$ cat src/rtl/controlador_carga_pkg.sv
// Shared types and constants for the load controller: FSM state encoding and debounce counter width.
package controlador_carga_pkg;

  localparam int unsigned CNT_W = 16;

  typedef enum logic {
    DESLIGADO = 1'b0,
    LIGADO    = 1'b1
  } estado_t;

endpackage

$ cat src/rtl/controlador_carga_if.sv
// Pushbutton / timer / sensor inputs and load outputs of the load controller.
interface controlador_carga_if;
  import controlador_carga_pkg::*;

  logic botao;
  logic C;
  logic infravermelho;
  logic enable;
  logic lampada;
  logic desligou_auto;

  modport master (
    output botao, C, infravermelho,
    input  enable, lampada, desligou_auto
  );

  modport slave (
    input  botao, C, infravermelho,
    output enable, lampada, desligou_auto
  );
endinterface

$ cat src/rtl/controlador_carga_debounce.sv
// Pushbutton debouncer: one-cycle pulso after DEBOUNCE_T consecutive high samples, re-armed by a low sample.
module debounce_botao
  import controlador_carga_pkg::*;
#(
  parameter int unsigned DEBOUNCE_T = 300
) (
  input  logic clk,
  input  logic rst,
  input  logic botao,
  output logic pulso
);

  localparam logic [CNT_W-1:0] LIMITE = CNT_W'(DEBOUNCE_T);

  logic [CNT_W-1:0] cnt;
  logic             armado;
  // Cleared by reset: a press already held through reset must see botao low before counting.
  logic             liberado;

  always_ff @(posedge clk) begin
    if (rst) begin
      cnt      <= '0;
      armado   <= 1'b1;
      liberado <= 1'b0;
    end else if (!botao) begin
      cnt      <= '0;
      armado   <= 1'b1;
      liberado <= 1'b1;
    end else begin
      if (liberado && (cnt != '1))
        cnt <= cnt + 1'b1;
      if (pulso)
        armado <= 1'b0;
    end
  end

  assign pulso = armado && (cnt == LIMITE);

endmodule

$ cat src/rtl/controlador_carga.sv
// Manual/auto-off load controller. Define CONTROLADOR_CARGA_AUTO_ON_EN to let a
// rising edge of infravermelho switch the load on while it is off.
module controlador_carga
  import controlador_carga_pkg::*;
#(
  parameter int unsigned DEBOUNCE_T = 300
) (
  input logic              clk,
  input logic              rst,
  controlador_carga_if.slave bus
);

  estado_t estado, estado_prox;
  logic    pulso;
  logic    ir_sobe;
  logic    desligou_q;
  logic    desligou_prox;

  debounce_botao #(.DEBOUNCE_T(DEBOUNCE_T)) u_debounce (
    .clk   (clk),
    .rst   (rst),
    .botao (bus.botao),
    .pulso (pulso)
  );

`ifdef CONTROLADOR_CARGA_AUTO_ON_EN
  // Previous sample resets high so presence already asserted at reset is not an edge.
  logic ir_ant;

  always_ff @(posedge clk) begin
    if (rst) ir_ant <= 1'b1;
    else     ir_ant <= bus.infravermelho;
  end

  assign ir_sobe = bus.infravermelho && !ir_ant;
`else
  logic ir_unused;
  assign ir_unused = bus.infravermelho;
  assign ir_sobe   = 1'b0;
`endif

  always_ff @(posedge clk) begin
    if (rst) begin
      estado     <= DESLIGADO;
      desligou_q <= 1'b0;
    end else begin
      estado     <= estado_prox;
      desligou_q <= desligou_prox;
    end
  end

  always_comb begin
    estado_prox   = estado;
    desligou_prox = 1'b0;
    unique case (estado)
      DESLIGADO: if (pulso || ir_sobe) estado_prox = LIGADO;
      LIGADO: begin
        if (pulso || bus.C) estado_prox = DESLIGADO;
        desligou_prox = bus.C;
      end
      default: estado_prox = DESLIGADO;
    endcase
  end

  always_comb begin
    bus.lampada       = (estado == LIGADO);
    bus.enable        = (estado == LIGADO);
    bus.desligou_auto = desligou_q;
  end

endmodule

$ cat src/flat_wrapper.sv
// flat-port wrapper written by rule: the top's interface ports become plain ports
module controlador_carga_flat import controlador_carga_pkg::*;
#(
  parameter int unsigned DEBOUNCE_T = 300
)
  (clk, rst, bus_botao, bus_C, bus_infravermelho, bus_enable, bus_lampada, bus_desligou_auto);
  controlador_carga_if bus_i ();
  input logic clk;
  input logic rst;
  input wire logic [$bits(bus_i.botao)-1:0] bus_botao;
  input wire logic [$bits(bus_i.C)-1:0] bus_C;
  input wire logic [$bits(bus_i.infravermelho)-1:0] bus_infravermelho;
  output wire logic [$bits(bus_i.enable)-1:0] bus_enable;
  output wire logic [$bits(bus_i.lampada)-1:0] bus_lampada;
  output wire logic [$bits(bus_i.desligou_auto)-1:0] bus_desligou_auto;
  assign bus_i.botao = bus_botao;
  assign bus_i.C = bus_C;
  assign bus_i.infravermelho = bus_infravermelho;
  assign bus_enable = bus_i.enable;
  assign bus_lampada = bus_i.lampada;
  assign bus_desligou_auto = bus_i.desligou_auto;
  controlador_carga #(.DEBOUNCE_T(DEBOUNCE_T)) u_core (.clk(clk), .rst(rst), .bus(bus_i));
endmodule
$ cat config.mk
export PLATFORM = sky130hd
export DESIGN_NAME = controlador_carga_flat
export DESIGN_NICKNAME = d
export VERILOG_FILES = /design/src/rtl/controlador_carga_pkg.sv /design/src/rtl/controlador_carga_if.sv /design/src/rtl/controlador_carga_debounce.sv /design/src/rtl/controlador_carga.sv /design/src/flat_wrapper.sv
export SDC_FILE = /design/constraint.sdc
export NUM_CORES = 1
export LEC_CHECK = 0
export CAP_MARGIN = 20
export CORE_AREA = 5 5 71 73
export CTS_CLUSTER_DIAMETER = 120
export CTS_CLUSTER_SIZE = 14
export DETAILED_ROUTE_END_ITERATION = 10
export DIE_AREA = 0 0 76 78
export HOLD_SLACK_MARGIN = 0.12
export PLACE_DENSITY_LB_ADDON = 0.1
export REMOVE_ABC_BUFFERS = 1
export SLEW_MARGIN = 20
export SYNTH_ARGS = -nofsm -noshare
export SYNTH_HDL_FRONTEND = slang
export SYNTH_SLANG_ARGS = --single-unit
$ cat constraint.sdc
create_clock -name clk -period 2.1 [get_ports clk]
set_input_delay 0.42 -clock clk [delete_from_list [all_inputs] [get_ports clk]]
set_output_delay 0.42 -clock clk [all_outputs]
set_load 0.02 [all_outputs]
* Word level (Yosys, flattened, before mapping) *
Cells that the tools add are included.

operators by class
  add/sub/neg operators = 1
  equality and inequality tests = 2
  mux-type cells = 3
  bitwise gates (word level) = 2
  reduce and logical (&&, ||, !) cells = 5

operator list
  cell                                                  number
  adder 16 x 1 -> 16 bit, second input constant         1
  equality test 16 x 9 -> 1 bit, second input constant  1
  != test 16 bit, second input constant                 1
  OR reduction 2 bit                                    2
  logical AND 1 bit                                     2
  2-to-1 mux 1 bit                                      2
  NOT 1 bit                                             2
  case mux 1 bit (2 select lines)                       1
  logical OR 1 bit                                      1

storage, ports and cells
  bits in registers = 20
  input bits = 5
  output and inout port bits = 3
  word-level logic and storage cells = 18

* Logic depth before layout (Yosys ltp) *
Gate-level depths: netlist (run 1).

  depth after elaboration = 5
  gate-level depth with buffers = 6
  depth with buffers taken out = 5

* Modules after synthesis *
Synthesis (run 1) repeated with hierarchy kept, for this count alone.

second synthesis, totals
  cell total of the unflattened synthesis = 117
  area total of the unflattened synthesis = 1,061.0 µm²

modules (own cells, without submodules)
  module             instances  cells each  area each (µm²)  seq. area each (µm²)
  debounce_botao     1          109         982.2            360.3
  controlador_carga  1          8           78.8             40.0

* Worst setup path before layout (run 1) *
OpenSTA, ideal clock, no wires.

  kind = flip-flop to flip-flop
  start point = reg u_core.u_debounce.cnt[0]
  end point = reg u_core.u_debounce.cnt[10]
  library setup time = 0.116 ns
  arrival time = 1.592 ns
  data required time = 1.984 ns
  setup slack = 0.392 ns
  cell stages (with the launch flop) = 7
  path buffers = 1
  clock period less this slack = 1.708 ns
  path through = dfxtp_1 ha_1 nand2_1 or3_1 buf_2 or3_2 o211a_1

between the ends
  cells in the longest elaborated chain, start to end = 2
  elaborated cells on any way between the ends = 3
  classes of those cells = add/sub (1); eq/ne (1); reduce/logical (1)

RTL lines
  what                                                                            RTL line                          source
  from (decl)                                                                     controlador_carga_debounce.sv:15  logic [CNT_W-1:0] cnt;
  from (signal assigned)                                                          controlador_carga_debounce.sv:31  cnt <= cnt + 1'b1;
  parallel branches: the longest is 2 deep, another holds adder 16 x 1 -> 16 bit  --

Parallel ways; which one is timed is not known.
A chain may end at the register's enable or synchronous reset.

* Worst setup path in the final report (run 1) *
Ends and elaborated chain as after synthesis.

==> results of run 1 <==
[power by group]
group	internal [W]	switching, W	leakage, nW	total, W
sequential	0.000381	0.00000296	0.162	0.000384
clock	0.000167	0.000130	0.0288	0.000297
combinational	0.0000131	0.0000140	0.180	0.0000271
total	0.000561	0.000147	0.370	0.000708
[state kept, by name, summed over array words and instances (netlist names)]
name                        cells
u_core.bus.desligou_auto        1
u_core.bus.enable               1
u_core.u_debounce.armado        1
u_core.u_debounce.cnt          16
u_core.u_debounce.liberado      1
[metal layers]
| layer | routed length, um | up-vias |
|---|---|---|
| li1 | - | 480 |
| met1 | 1210 | 447 |
| met2 | 1100 | 12 |
| met3 | 69 | 5 |
| met4 | 43 | 0 |
| met5 | 0 | - |
[final cells by class]
type	count	area, um2
Inverter	6	22.5
Sequential cell	20	400
Fill cell	468	3070
Tap cell	52	65.1
Timing Repair Buffer	10	90.1
Clock buffer	4	55.1
Multi-Input combinational cell	87	591
[worst max-delay path by stage]
stage | start | end | slack (ps) | cells after the start
2_1_floorplan | u_core.u_debounce.cnt[0]$_SDFFE_PP0P_ | u_core.u_debounce.cnt[2]$_SDFFE_PP0P_ | 250 | 5
3_3_place_gp | u_core.u_debounce.cnt[0]$_SDFFE_PP0P_ | u_core.u_debounce.cnt[10]$_SDFFE_PP0P_ | 230 | 5
3_5_place_dp | u_core.u_debounce.cnt[0]$_SDFFE_PP0P_ | u_core.u_debounce.cnt[10]$_SDFFE_PP0P_ | 200 | 5
4_1_cts | u_core.u_debounce.cnt[0]$_SDFFE_PP0P_ | u_core.u_debounce.cnt[10]$_SDFFE_PP0P_ | 180 | 5
5_1_grt | u_core.u_debounce.cnt[0]$_SDFFE_PP0P_ | u_core.u_debounce.cnt[8]$_SDFFE_PP0P_ | 60 | 5
6_report | u_core.u_debounce.cnt[0]$_SDFFE_PP0P_ | u_core.u_debounce.cnt[10]$_SDFFE_PP0P_ | 190 | 5
[layout by cell type, fill, tap and decap left out, types with 5 or more instances in the layout]
master,n
o21ai_0,5
inv_1,6
nand2_1,8
or4_1,6
nand3_1,5
a21oi_1,11
nand4_1,5
clkdlybuf4s50_1,6
or3_1,5
dfxtp_1,20
[logic make-up (layout without fill, tap and decap cells)]
logic type	Yosys count	count (layout)	share of synthesized area [%]
multiplexers	1	1	1.08
flip-flops	20	20	38.4
AND/OR/NAND/NOR	51	51	31.9
adder cells (fa/ha/maj)	2	2	2.40
AO/OA/AOI/OAI	33	33	21.2
buffers and inverters	11	20	5.04
[critical path, stage by stage, from the launching register on]
cell and delay (ps):
dfxtp_1 410, ha_1 220, nand2_1 140, or3_1 470, or3_2 450, o211a_1 130
[through the flow]
step	instance area, um2	cells	total power [W]	utilization [%]	hold slack, ps
after detailed placement	1170	175	0.000421	27.2	443
after floorplan	1010	113	0.000403	-	426
after global placement	1170	175	0.000420	27.2	443
final	1220	179	0.000708	28.5	457
after global routing	1220	179	0.000749	28.5	477
after CTS	1220	179	0.000724	28.5	462
==> metrics.txt, run 1 <==
Post-synth EDFFs 0; Avg Inst Size Synth 8.84 um2; Hold Violations, Final 0; FF-to-FF setup slack 190 ps; total clock sinks 20; worst path required time 2250 ps; Synth area leader dfxtp_1; fmax 524 MHz; number of I/O port buffers 6; overall routing resource usage 8.51%; Commonest cells post-synth 20 x dfxtp_1, 11 x a21oi_1, 8 x nand2_1, 6 x inv_1, 6 x or4_1; grt peak-use layer met2; Worst Tran Pin Value 507 ps; Synth cell types 39; RSZ-0062 raised after global routing false; I/O pin cnt 8; clk_lat worst skew 260 ps; aggregate global routing overflow 0; status finished, final reports clean; Placement Rows 24; P per Cell Area 579 mW/mm2; Vias 944; Routed Antenna Nets 0; reg2reg end u_core.u_debounce.cnt[10]$_SDFFE_PP0P_; Setup TNS Final 0 ps; Worst setup EP type flop; DR iter-0 viols 26; CP max FO 8; Final Cycle Share 91.0%; worst setup margin 190 ps; ys async rst share 0%; Syn Std Cell Area 0.00104 mm2; global placement routability congestion 0.754; placed wire-length estimate 1810 um; final setup fails 0; WS Path Type flop to flop; initial core utilization 24.3%; initial antenna violation count 0; dominant cells by area after synthesis dfxtp_1 38%, a21oi_1 5.3%, or4_1 4.3%; largest net degree at the start of global routing 12; met1 Usage GRT 10.4%; Tmin final 1910 ps; met3 Use GR 2.31%; Detailed Route WL 2430 um; leakage power 0.370 nW; vias per cell 5.27; Antenna Cells 0; Clk pin slew, worst setup/hold paths 80 ps; min-delay src u_core.u_debounce.armado$_SDFFE_PP1P_; cts repair resizes 0; die area 0.00593 mm2; postcts setup bufs 0; Max-slew headroom 66.2%; CTS tree done; startpoint types flop; vias in the first global route 876; First-pass DRT Iterations 4; Area Growth Syn to Fin 17.3%; sequential share of the synthesized area 38.4%; CTS buffer count 3; DRC Markers 0; Crit Reg-Reg Startpoint u_core.u_debounce.cnt[0]$_SDFFE_PP0P_; Hold Path End u_core.u_debounce.armado$_SDFFE_PP1P_; top_reg_cell synth dfxtp_1; CTS root buf clkbuf_8; Hold Buf Count CTS 0; Min-Delay Path Depth 1; nets 135; share of Yosys cell area claimed by the top area cell type 38.4%; Die Ht 78 um; most frequent cell after synthesis dfxtp_1; first-pass GRT wire length 4090 um; GR Util met2 13.7%; Setup Skew 2.25 ps; Routed WL per cell 13.6 um; #FFs+latches synth 20; die width 76 um; worst path arrival time 2060 ps; Syn Inst Count 118; core area 0.00429 mm2; worst vdd ir 0.269 mV; clock buffer depth 2; DP Worst Slack 203 ps; worst hold path class flop to flop; Max H-tree Level 1; YS warnings 0; fin. max-slew vios 0; Reg2Reg Depth 5; layout cells sized above 1 11.8%; Max-Cap Viols 0
No activity file was read; power rests on OpenSTA's default activity.
==> run 2, diff against run 1 <==
--- a/config.mk
+++ b/config.mk
@@ -6,6 +6,8 @@
 export NUM_CORES = 1
 export LEC_CHECK = 0
 export CAP_MARGIN = 20
+export CELL_PAD_IN_SITES_DETAIL_PLACEMENT = 1
+export CELL_PAD_IN_SITES_GLOBAL_PLACEMENT = 2
 export CORE_AREA = 5 5 71 73
 export CTS_CLUSTER_DIAMETER = 120
 export CTS_CLUSTER_SIZE = 14
==> constraint.sdc (replaced) <==
create_clock -name clk -period 2 [get_ports clk]
set_input_delay 0.4 -clock clk [delete_from_list [all_inputs] [get_ports clk]]
set_output_delay 0.4 -clock clk [all_outputs]
set_load 0.02 [all_outputs]
==> metrics.txt, run 2 (synthesis gave the netlist of run 1 again) <==
status finished, final reports clean; postcts setup bufs 0; fin. max-slew vios 0; CP max FO 8; Antenna Cells 0; Hold Path End u_core.u_debounce.armado$_SDFFE_PP1P_; Psw 0.000165 W; total power 0.000756 W; aggregate global routing overflow 0; die area 0.00593 mm2; final setup fails 0; internal power 0.000591 W; Vias 963; Max H-tree Level 1; vias in the first global route 1053; reg2reg end u_core.u_debounce.cnt[10]$_SDFFE_PP0P_; fmax 550 MHz; CTS tree done; Die Ht 78 um; Crit Reg-Reg Startpoint u_core.u_debounce.cnt[0]$_SDFFE_PP0P_; worst hold path class flop to flop; placed wire-length estimate 2180 um; worst vdd ir 0.223 mV; global placement routability congestion 0.736; Detailed Route WL 2830 um; Hold Violations, Final 0; I/O pin cnt 8; die width 76 um; Max-slew headroom 66.4%; First-pass DRT Iterations 4; Routed WL per cell 15.6 um; initial antenna violation count 0; Design Area, Final 0.00125 mm2; WS Path Type flop to flop; RSZ-0062 raised after global routing false; DR iter-0 viols 27; Final Cycle Share 91.0%; worst setup margin 181 ps; switching share of power 21.9%; FF-to-FF setup slack 180 ps; placed cell areas 0.00119 mm2; Reg2Reg Depth 5; initial core utilization 24.3%; largest net degree at the start of global routing 12; Setup TNS Final 0 ps; cts repair resizes 0; Largest register FFs 16; nets 138; CTS buffer count 3; Placed Instances 178; worst path required time 2160 ps; vias per cell 5.29; Finished Layout Cells 182; most frequent cells in the layout 20 x dfxtp_1, 11 x a21oi_1, 8 x nand2_1; Placement Rows 24; DRC Markers 0; Worst Tran Pin Value 500 ps; Hold Buf Count CTS 0; worst path arrival time 1980 ps; Setup Skew 2.98 ps; Clk pin slew, worst setup/hold paths 80 ps; Clock power frac 42.7%; number of I/O port buffers 6; startpoint types flop; overall routing resource usage 10.5%; min-delay src u_core.u_debounce.armado$_SDFFE_PP1P_; Routed Antenna Nets 0; core area 0.00429 mm2; commonest non-fill, non-tap cell in the layout dfxtp_1; first-pass GRT wire length 5090 um; DP Worst Slack 187 ps; clock buffer depth 2; Worst setup EP type flop; Min-Delay Path Depth 1; layout cells sized above 1 13.8%; Max-Cap Viols 0; Area Growth Syn to Fin 19.4%; clk_lat worst skew 260 ps; total clock sinks 20; CTS root buf clkbuf_8; P per Cell Area 607 mW/mm2; Flop pwr share 53.4%; Gate power share 4.0%; Reg with most FFs u_core.u_debounce.cnt; leakage power 0.384 nW; Tmin final 1820 ps
-- run 2: routing by layer --
layer / part of all wire (%) / global-route usage (%) / vias up
met5: 0 / 0 / -
met4: 0.53 / 3.91 / 0
met3: 2.3 / 2.08 / 2
met2: 53 / 18.9 / 10
met1: 44 / 12.2 / 472
li1: - / - / 479
-- run 2: through the flow --
| stage | util, % | hold slack, ps |
|---|---|---|
| after CTS | 29.0 | 466 |
| after detailed placement | 27.7 | 444 |
| after global placement | 27.7 | 433 |
| final | 29.0 | 458 |
| after global routing | 29.0 | 481 |
| after floorplan | - | 426 |
-- run 2: final cells by class --
cell class / count / area [um2]
Fill cell: 513 / 3050
Multi-Input combinational cell: 87 / 591
Sequential cell: 20 / 400
Timing Repair Buffer: 13 / 113
Tap cell: 52 / 65.1
Clock buffer: 4 / 55.1
Inverter: 6 / 22.5
-- run 2: worst max path at each step --
| stage | from | slack (ps) | endpoint |
|---|---|---|---|
| floorplan | u_core.u_debounce.cnt[0]$_SDFFE_PP0P_ | 150 | u_core.u_debounce.cnt[2]$_SDFFE_PP0P_ |
| global placement | u_core.u_debounce.cnt[0]$_SDFFE_PP0P_ | 200 | u_core.u_debounce.cnt[10]$_SDFFE_PP0P_ |
| detailed placement | u_core.u_debounce.cnt[0]$_SDFFE_PP0P_ | 190 | u_core.u_debounce.cnt[10]$_SDFFE_PP0P_ |
| CTS | u_core.u_debounce.cnt[0]$_SDFFE_PP0P_ | 170 | u_core.u_debounce.cnt[10]$_SDFFE_PP0P_ |
| global route | u_core.u_debounce.cnt[0]$_SDFFE_PP0P_ | 50 | u_core.u_debounce.cnt[8]$_SDFFE_PP0P_ |
| finish | u_core.u_debounce.cnt[0]$_SDFFE_PP0P_ | 180 | u_core.u_debounce.cnt[10]$_SDFFE_PP0P_ |
-- run 2: critical path, cell delays in order (launching register included) --
cell	delay (ps)
dfxtp_1	400
ha_1	210
nand2_1	80
or3_1	440
or3_2	450
o211a_1	130
-- run 2: power groups by stage --
stage,sequential (W),clock (W),combinational [W]
2_1_floorplan,0.000412,0,0.0000113
3_3_place_gp,0.000413,0,0.0000300
3_5_place_dp,0.000413,0,0.0000311
4_1_cts,0.000404,0.000340,0.0000312
5_1_grt,0.000404,0.000359,0.0000334
6_report,0.000404,0.000322,0.0000299
